`config.mk`:
```
export PLATFORM = sky130hd
export DESIGN_NAME = gf_seq_reducer
export DESIGN_NICKNAME = d
export VERILOG_FILES = /design/src/rtl/gf_seq_reducer.sv
export SDC_FILE = /design/constraint.sdc
export NUM_CORES = 1
export LEC_CHECK = 0
export CORE_ASPECT_RATIO = 1.5
export CORE_UTILIZATION = 61
export DETAILED_ROUTE_END_ITERATION = 7
export PLACE_DENSITY = 0.88
export SETUP_SLACK_MARGIN = 0.1
export SYNTH_ARGS = -nofsm -noshare
export SYNTH_HDL_FRONTEND = slang
export SYNTH_SLANG_ARGS = --single-unit
```
`constraint.sdc`:
```
create_clock -name clk -period 8.35 [get_ports clk]
set_input_delay 1.67 -clock clk [delete_from_list [all_inputs] [get_ports clk]]
set_output_delay 1.67 -clock clk [all_outputs]
set_load 0.01 [all_outputs]
```
`src/rtl/gf_seq_reducer.sv`:
```
// Bit-serial GF(2^m) reducer: folds a 2W-bit carry-less product modulo the
// supplied polynomial one product bit per clock, then hands out the residue.
module gf_seq_reducer #(
  parameter int DATA_WIDTH = 32
) (
  input  logic                          clk,
  input  logic                          rst,
  input  logic                          in_valid,
  output logic                          in_ready,
  input  logic [2*DATA_WIDTH-1:0]       reduc_in,
  input  logic [DATA_WIDTH:0]           polyn_red_in,
  input  logic [$clog2(DATA_WIDTH):0]   polyn_grade,
  output logic                          out_valid,
  input  logic                          out_ready,
  output logic [DATA_WIDTH-1:0]         out,
  output logic                          err
);

  localparam int GW = $clog2(DATA_WIDTH) + 1;
  localparam int IW = $clog2(2 * DATA_WIDTH);

  typedef enum logic [1:0] {IDLE, RUN, DONE} state_t;

  state_t                  state, state_next;
  logic [2*DATA_WIDTH-1:0] rem;
  logic [DATA_WIDTH:0]     poly;
  logic [GW-1:0]           m;
  logic [IW-1:0]           idx;

  logic                    accept;
  logic                    grade_ok;
  logic                    last_step;
  logic [DATA_WIDTH:0]     poly_mask;
  logic [IW-1:0]           shift_amt;
  logic [2*DATA_WIDTH-1:0] poly_shifted;
  logic [2*DATA_WIDTH-1:0] rem_step;

  always_ff @(posedge clk or posedge rst) begin
    if (rst) state <= IDLE;
    else     state <= state_next;
  end

  always_comb begin
    state_next = state;
    in_ready   = 1'b0;
    out_valid  = 1'b0;
    accept     = 1'b0;
    case (state)
      IDLE: begin
        in_ready = 1'b1;
        if (in_valid) begin
          accept     = 1'b1;
          state_next = grade_ok ? RUN : DONE;
        end
      end
      RUN: begin
        if (last_step) state_next = DONE;
      end
      DONE: begin
        out_valid = 1'b1;
        if (out_ready) state_next = IDLE;
      end
      default: state_next = IDLE;
    endcase
  end

  // Coefficients above the grade are dropped so they can never leak into the fold.
  always_comb begin
    grade_ok  = (polyn_grade != '0) && (polyn_grade <= GW'(DATA_WIDTH));
    poly_mask = '0;
    for (int k = 0; k <= DATA_WIDTH; k++) begin
      poly_mask[k] = (k <= int'(polyn_grade));
    end
  end

  always_comb begin
    last_step    = (idx == IW'(m));
    shift_amt    = idx - IW'(m);
    poly_shifted = {{(DATA_WIDTH-1){1'b0}}, poly} << shift_amt;
    rem_step     = rem[idx] ? (rem ^ poly_shifted) : rem;
  end

  always_ff @(posedge clk or posedge rst) begin
    if (rst) begin
      rem  <= '0;
      poly <= '0;
      m    <= '0;
      idx  <= '0;
      out  <= '0;
      err  <= 1'b0;
    end else if (accept) begin
      rem  <= reduc_in;
      poly <= polyn_red_in & poly_mask;
      m    <= polyn_grade;
      idx  <= IW'(2*DATA_WIDTH-1);
      if (!grade_ok) begin
        out <= '0;
        err <= 1'b1;
      end
    end else if (state == RUN) begin
      rem <= rem_step;
      if (last_step) begin
        out <= rem_step[DATA_WIDTH-1:0];
        err <= 1'b0;
      end else begin
        idx <= idx - IW'(1);
      end
    end
  end

endmodule

```
After elaboration in Yosys (flattened, before gate mapping)
Cells that the tools add are included.
- latch bits: 0
- memories kept: 0
- input bits: 107
- register bits: 144
- bits in writable memories: 0
- memory bits (read-only): 0
- logic and storage cells: 90
- output and inout bits: 35
- equality and inequality tests: 8
- magnitude comparators: 34
- bitwise logic cells: 2
- muxes and demuxes: 25
- $add $sub $neg: 2
- reductions and logical operators: 10
- multipliers: 0
- div/mod/pow operators: 0
- shifts and indexed selects: 1
- operators by type and width (operator ; number):
    $mux W64 ; 3
    $mux W32 ; 4
    $le A5 B6 Y1 const A ; 16
    $shl A33 B6 Y64 ; 1
    $xor A64 B64 Y64 ; 1
    $le A4 B6 Y1 const A ; 8
    $and A33 B33 Y33 ; 1
    $le A3 B6 Y1 const A ; 4
    $mux W6 ; 3
    $le A2 B6 Y1 const A ; 2
    $ne A2 B2 Y1 const B ; 5
    $mux W1 ; 9
    $mux W2 ; 4
    $lt A6 B7 Y1 const B ; 1
    $bmux W1 S6 ; 1
    $eq A6 B6 Y1 ; 1
    $le A1 B6 Y1 const A ; 1
    $le A6 B6 Y1 const A ; 1
    $le A6 B6 Y1 const B ; 1
    $pmux W2 S3 ; 1
    $reduce_and A3 Y1 ; 2
    $reduce_bool A2 Y1 ; 3
    $reduce_bool A6 Y1 ; 1
    $sub A6 B1 Y6 const B ; 1
    other kinds (6) ; 7

Logic depth before layout (Yosys ltp)
Gate-level depths: netlist of run 1.
- depth after elaboration: 7
- depth in mapped cells: 16
- depth with buffers taken out: 11

Worst setup path before layout of run 1
Ideal clock, no wire load.
- path type: flip-flop to flip-flop
- start point: register idx[0]
- end point: register rem[62]
- path buffers: 3
- setup time: 0.118 ns
- clock period less this slack: 3.843 ns
- stages on the path, launching flop included: 15
- required time: 8.232 ns
- arrival: 3.725 ns
- setup slack: 4.507 ns
- cells stage by stage: dfrtp_1 buf_2 buf_2 inv_1 ha_1 fa_1 xnor2_4 buf_2 mux4_2 mux2i_1 nand2_1 a22oi_1 o21ai_0 a22o_1 a21o_1
- word-level cells in the longest chain between the ends: 6
- elaborated cells between the ends (all ways): 10
- classes of those cells: 1 x add/sub; 1 x shift; 5 x mux; 1 x bitwise; 2 x reduce/logical
- RTL lines (item ; RTL line ; source):
    start: declaration ; 28 ; logic [IW-1:0] idx;
    start signal: assignment ; 95 ; idx <= IW'(2*DATA_WIDTH-1);
    start signal: assignment ; 106 ; idx <= idx - IW'(1);
    $sub A6 B6 Y6 ; 78 ; shift_amt = idx - IW'(m);
    $shl A33 B6 Y64 ; 79 ; poly_shifted = {{(DATA_WIDTH-1){1'b0}}, poly} << shift_amt;
    $xor A64 B64 Y64 ; 80 ; rem_step = rem[idx] ? (rem ^ poly_shifted) : rem;
    $mux W64 ; 80 ;
    $mux W64 ; 100 ; end else if (state == RUN) begin
    $mux W64 ; 91 ; end else if (accept) begin
    end signal: assignment ; 92 ; rem <= reduc_in;
    end signal: assignment ; 101 ; rem <= rem_step;
    end: declaration ; 25 ; logic [2*DATA_WIDTH-1:0] rem;
Parallel ways exist; a longest one is shown, timed or not. The select of a mux whose other input is x is not followed.
A chain may end at the register's enable or synchronous reset.

Worst setup path after layout of run 1
- start point: register idx[0]
- end point: register rem[56]
Same word-level chain as after synthesis.

==> impl_metrics.py, run 1 <==
metrics = {
    "setup_path": {
        "timing.reg2reg.setup_slack_ns": 3.23,
        "setup.worst_path.class": "reg -> reg",
        "worstPathArrival_ns": 5.44,
        "cp_slowest_cell": "fa_2",
        "cpMostUsedCell": "inv_1",
        "crit_required_ns": 8.67,
        "cp_max_fo": 47,
        "crit_path_start_kind": "register",
        "cp-end-kind": "register",
        "path_cells": "inv_1 > ha_2 > fa_2 > inv_1 > or3_1 > mux4_2 > o22ai_1 > o21ai_0 > a221o_1",
        "cp_slowest_stage_delay_ns": 1.29,
    },
    "timing": {
        "fin_crit_sh_pct": 61.3,
        "fin_hold_ws_ns": 0.483,
        "fin_ws_ns": 3.23,
        "hold_viol": 0,
        "tightest_slew_ns": 1.27,
        "rsz0062_at_grt": "false",
        "skew_ns": 0.0103,
        "fmax_mhz": 195,
        "tns_ns": 0,
        "slew_headroom_pct": 14.8,
        "slew_violations": 0,
        "setup_viol": 0,
        "period_needed_ns": 5.12,
    },
    "run_status": {
        "status": "finished, final reports clean",
    },
    "cts": {
        "cts-buffers-inserted": 17,
        "clk_path_buf_depth": 2,
        "cts_tree": "yes",
        "clk_pin_slew_ns": 0.07,
        "postCtsSetupBuffers": 0,
        "cts-root-buf": "clkbuf_16",
        "cts.htree.levels": 4,
        "cts-resized-gates": 0,
        "ctsHoldBuffers": 0,
        "clk_latency_ns": 0.44,
        "clock_sinks": 144,
    },
    "die": {
        "io-pin-count": 142,
        "dieArea_um2": 17200,
        "dieHeight_um": 160,
        "rows": 57,
        "core_area_um2": 16300,
        "initial_core_util_pct": 62.7,
        "die_w_um": 108,
    },
    "placement": {
        "gp_congestion": 1.06,
        "dpl_cell_area_um2": 11600,
        "dp_hpwl_um": 23700,
        "numPortBuffers": 141,
        "post-place-ws_ns": 3.31,
    },
    "grt": {
        "grt_usage_pct": 40.4,
        "overflow": 0,
        "grt_pass1_wl_um": 52600,
        "grt_antenna_before_repair": 0,
        "grt_pass1_vias": 9735,
        "grt_max_degree": 81,
    },
    "synth": {
        "synth_area_leaders": "dfrtp_1 35%, mux2i_1 9.2%, nand2_1 6.8%",
        "synthSimpleGateAreaFrac_pct": 16.8,
        "syn-num-nets": 1283,
        "synth.distinct_cells": 66,
        "yosys.area.top_type": "dfrtp_1",
        "synth_mux_area_share_pct": 15.9,
        "synth_area_um2": 10200,
        "synth_adder_area_share_pct": 0.933,
        "synth_top_family_by_area": "compound AO/OA/AOI/OAI gates",
        "ys_warn_count": 0,
        "yosys_most_used_dff": "dfrtp_1",
        "synth-compound-area-share_pct": 19.7,
        "netlist.area_leader.share_pct": 35.3,
        "syn_avg_cell_area_um2": 8.72,
        "ys_ff_latch": 144,
        "synth_xor_xnor_area_share_pct": 7.14,
        "async_flop_share_pct": 100,
        "synthesis.instances": 1169,
        "synth.yosys.seq_area_share_pct": 35.3,
        "synth_edf_count": 0,
    },
    "detailed_routing": {
        "routed_via_density": 6.69,
        "wl_per_cell_um": 22.8,
        "route.vias.total": 9801,
        "drt_iter0_drc": 1141,
        "drt_pre_antenna_iters": 5,
        "drc": 0,
        "drt-total-wl_um": 33400,
        "ant_nets": 0,
    },
    "flow_run": {
        "drv_cap": 0,
    },
    "final_layout": {
        "multiInputGateArea_um2": 6210,
        "area_delta_synth_final_pct": 20.2,
        "register_area_um2": 3600,
        "drive_gt1_share_pct": 8.49,
        "fin_nets": 1361,
        "n_fill_cell": 1158,
        "design_area_um2": 12300,
        "num_antenna_cells": 0,
    },
    "worst_hold_path": {
        "hold_path_class": "reg -> reg",
    },
}
sequential cells by signal, summed over array words and instances (netlist names):
name	cells
state	2
out	32
err	1
rem	64
poly	33
m	6
idx	6
final timing paths:
check	from	end	cells past startpoint
max in group asynchronous	rst	poly[26]	3
setup / recovery	idx[0]	rem[56]	9
hold reg to reg	out[11]	out[11]	2
setup reg to reg	idx[0]	rem[56]	9
hold / removal	out[11]	out[11]	2
min in group asynchronous	rst	out[13]	2
per-layer routing:
layer	vias up	routed length, µm	GRT usage, %
met5	-	0	0
met4	0	2890	31.7
met3	162	2470	8.28
met2	553	16400	65.6
met1	4733	11600	45.7
li1	4353	-	-
cell type report:
class                      count  share of cell area [%]
timing repair buffer         155                    12.4
clock buffer                  18                    3.58
clock inverter                14                    1.45
tap                          206                    2.10
inverter                      12                   0.408
sequential                   144                    29.4
multi-input combinational    917                    50.7
worst max-delay path, delay by kind of cell (launching register included):
kind / cells / cell delay (ns)
fa+ha+maj: 2 / 1.57
compound gates: 3 / 0.66
flops: 1 / 0.99
mux: 1 / 0.52
buf+inv: 2 / 0.66
simple gates: 1 / 0.59
cells in the final DEF, fill, tap and decap left out, types with 4 or more instances in the layout:
cell,netlist,final
a22o_1,14,14
a221o_1,20,20
a221oi_1,6,6
a32o_1,8,8
and3_1,6,6
a31oi_1,5,5
nor3b_1,12,12
xor2_1,5,4
nor3_1,20,20
nand2b_1,5,5
or3_1,11,11
nand2_1,186,186
nor2b_1,6,5
o21ai_0,121,121
a21oi_1,36,36
a31o_2,7,7
o22ai_1,8,8
a2bb2oi_1,10,10
a21o_1,11,11
clkdlybuf4s50_1,0,141
a22oi_1,13,13
mux2_2,13,13
inv_6,0,5
xnor2_1,70,68
nor2_1,113,112
a211oi_1,5,5
mux4_2,23,23
buf_4,1,14
clkinv_4,0,4
clkbuf_16,0,17
o211ai_1,8,8
nand3_1,30,30
dfrtp_1,144,144
mux2i_1,94,94
ha_1,6,5
inv_1,12,11
through the flow:
stage	util, %	instances
floorplan	-	1169
global placement	71.6	1434
detailed placement	71.6	1434
CTS	75.4	1466
global route	75.4	1466
finish	75.4	1466
cell families after synthesis:
| kind of cell | Yosys count |
|---|---|
| DFF | 144 |
| xor gates and xnor gates | 78 |
| AOI/OAI and AO/OA | 301 |
| and+or+nand+nor | 400 |
| buffers and inverters | 108 |
| muxes | 131 |
| adders and majority gates | 7 |
Yosys cell counts, drive strengths merged (14+ instances only):
library cell	instances
nand2	186
dfrtp	144
o21ai	122
nor2	113
mux2i	94
clkbuf	71
xnor2	71
a21oi	36
nand3	30
buf	25
mux4	23
a221o	20
nor3	20
a22o	14
mux2	14
Power of run 1 is not shown: default switching activity piles up to over one toggle a cycle in this logic, so the estimate is an artifact.
==> run 2: changes to the inputs <==
--- a/config.mk
+++ b/config.mk
@@ -6,9 +6,9 @@
 export NUM_CORES = 1
 export LEC_CHECK = 0
 export CORE_ASPECT_RATIO = 1.5
-export CORE_UTILIZATION = 61
+export CORE_UTILIZATION = 51
 export DETAILED_ROUTE_END_ITERATION = 7
-export PLACE_DENSITY = 0.88
+export PLACE_DENSITY = 0.78
 export SETUP_SLACK_MARGIN = 0.1
 export SYNTH_ARGS = -nofsm -noshare
 export SYNTH_HDL_FRONTEND = slang
==> constraint.sdc (replaced) <==
create_clock -name clk -period 4.45 [get_ports clk]
set_input_delay 0.89 -clock clk [delete_from_list [all_inputs] [get_ports clk]]
set_output_delay 0.89 -clock clk [all_outputs]
set_load 0.01 [all_outputs]
==> run 2 against run 1 <==
Compared with the run above:
- clock-buffer cell count did not move
- first-iteration DRC count fell by 28%
- final area rose by 2.9%
- sequential share of layout area fell by 0.84 points
- final cell count rose by 5.8%
- global-route usage fell by 5.7 points
- die area rose by 19%
- maximum frequency rose by 22%
- worst hold slack got worse by 0.0032 ns
- core utilization fell by 11 points
- via count fell by 1.3%
- critical endpoint is now rem[58]
- wire length rose by 3.7%
==> impl_metrics.py, run 2 (same netlist as run 1, synthesis figures left out) <==
metrics = {
    "cts": {
        "postCtsSetupBuffers": 0,
        "ctsHoldBuffers": 0,
        "clk_pin_slew_ns": 0.07,
        "cts.htree.levels": 4,
        "clk_latency_ns": 0.44,
        "cts-resized-gates": 0,
        "cts_tree": "yes",
        "cts-buffers-inserted": 17,
        "clock_sinks": 144,
        "cts-root-buf": "clkbuf_16",
        "clk_path_buf_depth": 2,
    },
    "final_layout": {
        "area_delta_synth_final_pct": 23.7,
        "drive_gt1_share_pct": 10.6,
        "largest-register": "rem",
        "final_cell_mix": "186 x nand2_1, 144 x dfrtp_1, 141 x clkdlybuf4s50_1",
        "n_fill_cell": 1655,
        "reg.largest.list": "rem: 64 flops, poly: 33 flops, out: 32 flops",
        "largest_reg_flops": 64,
        "final_common_cell": "nand2_1",
        "multiInputGateArea_um2": 6210,
        "fin_cells": 1551,
        "fin_nets": 1392,
        "register_area_um2": 3600,
        "num_antenna_cells": 0,
    },
    "grt": {
        "grt_pass1_wl_um": 54300,
        "grt_max_degree": 122,
        "grt_pass1_vias": 9675,
        "grt_usage_pct": 34.6,
        "grt_antenna_before_repair": 0,
        "overflow": 0,
    },
    "setup_path": {
        "cp-end-kind": "register",
        "crit_buf_inv": 1,
        "path_delay_family": "compound AO/OA/AOI/OAI gates",
        "crit_required_ns": 4.77,
        "path_cells": "inv_1 > ha_2 > fa_2 > xnor2_4 > mux4_2 > mux2i_1 > mux2i_1 > a22oi_1 > o21ai_0 > a22o_1 > a21o_1",
        "worst-path-stages": 11,
        "crit_path_start_kind": "register",
        "setup.worst_path.class": "reg -> reg",
        "cp_slowest_cell": "xnor2_4",
        "cp_max_fo": 18,
        "reg2reg_depth": 11,
        "cpMostUsedCell": "mux2i_1",
        "worstPathArrival_ns": 4.51,
        "cp_slowest_stage_delay_ns": 0.63,
    },
    "timing": {
        "period_needed_ns": 4.19,
        "setup_viol": 0,
        "slew_headroom_pct": 34.0,
        "rsz0062_at_grt": "false",
        "tns_ns": 0,
        "tightest_slew_ns": 0.990,
        "hold_viol": 0,
        "skew_ns": 0.0123,
        "slew_violations": 0,
        "fin_crit_sh_pct": 94.1,
        "fmax_mhz": 239,
        "fin_hold_ws_ns": 0.480,
    },
    "worst_hold_path": {
        "hold_path_class": "reg -> reg",
        "worst_hold_path.num_cells": 2,
    },
    "detailed_routing": {
        "ant_nets": 0,
        "drc": 0,
        "route.vias.total": 9674,
        "drt_pre_antenna_iters": 5,
        "drt_iter0_drc": 820,
        "drt-total-wl_um": 34700,
        "wl_per_cell_um": 22.3,
        "routed_via_density": 6.24,
    },
    "placement": {
        "dp_hpwl_um": 26400,
        "placed_cells": 1519,
        "numPortBuffers": 141,
        "gp_congestion": 0.974,
    },
    "die": {
        "core_area_um2": 19700,
        "io-pin-count": 142,
        "rows": 63,
        "dieHeight_um": 175,
        "initial_core_util_pct": 51.7,
        "dieArea_um2": 20600,
        "die_w_um": 117,
    },
    "flow_run": {
        "drv_cap": 0,
    },
    "run_status": {
        "status": "finished, final reports clean",
    },
}
==> run 2: worst paths after layout <==
kind,slack (ns),from,to
setup / recovery,0.26,idx[0],rem[58]
hold / removal,0.48,out[16],out[16]
setup reg to reg,0.26,idx[0],rem[58]
hold reg to reg,0.48,out[16],out[16]
max in group asynchronous,2.73,rst,idx[0]
min in group asynchronous,0.93,rst,rem[61]
==> run 2: area by class of cell <==
| cell class | instances | share of cell area [%] |
|---|---|---|
| multi-input combinational | 917 | 49.2 |
| sequential | 144 | 28.6 |
| timing repair buffer | 186 | 14.3 |
| clock buffer | 18 | 3.40 |
| tap | 260 | 2.58 |
| clock inverter | 14 | 1.57 |
| inverter | 12 | 0.387 |
==> run 2: worst reg2reg max path, delay by kind of cell (launching register included) <==
family	cells	cell delay, ns
AO/OA/AOI/OAI	4	1.20
multiplexers	3	1.17
adder cells (fa/ha/maj)	2	0.65
XOR/XNOR	1	0.63
flip-flops	1	0.34
buffers and inverters	1	0.10
==> run 2: metrics by stage <==
stage	utilization (%)	worst slack [ns]	cell area (µm²)
final	64.0	0.261	12600
after detailed placement	60.8	0.329	12000
after global routing	64.0	0.107	12600
after CTS	64.0	0.321	12600
after global placement	60.8	0.457	12000
after floorplan	-	0.607	10200
==> run 2: metal layers <==
layer | track usage [%] | part of all wire (%) | wire length [µm] | up-vias
met5 | 0 | 0 | 0 | -
met4 | 26.1 | 8.1 | 2800 | 0
met2 | 60.8 | 51 | 17800 | 385
met3 | 5.42 | 4.6 | 1600 | 135
met1 | 37.5 | 36 | 12500 | 4734
li1 | - | - | - | 4420
Power of run 2 is left out for the same reason.
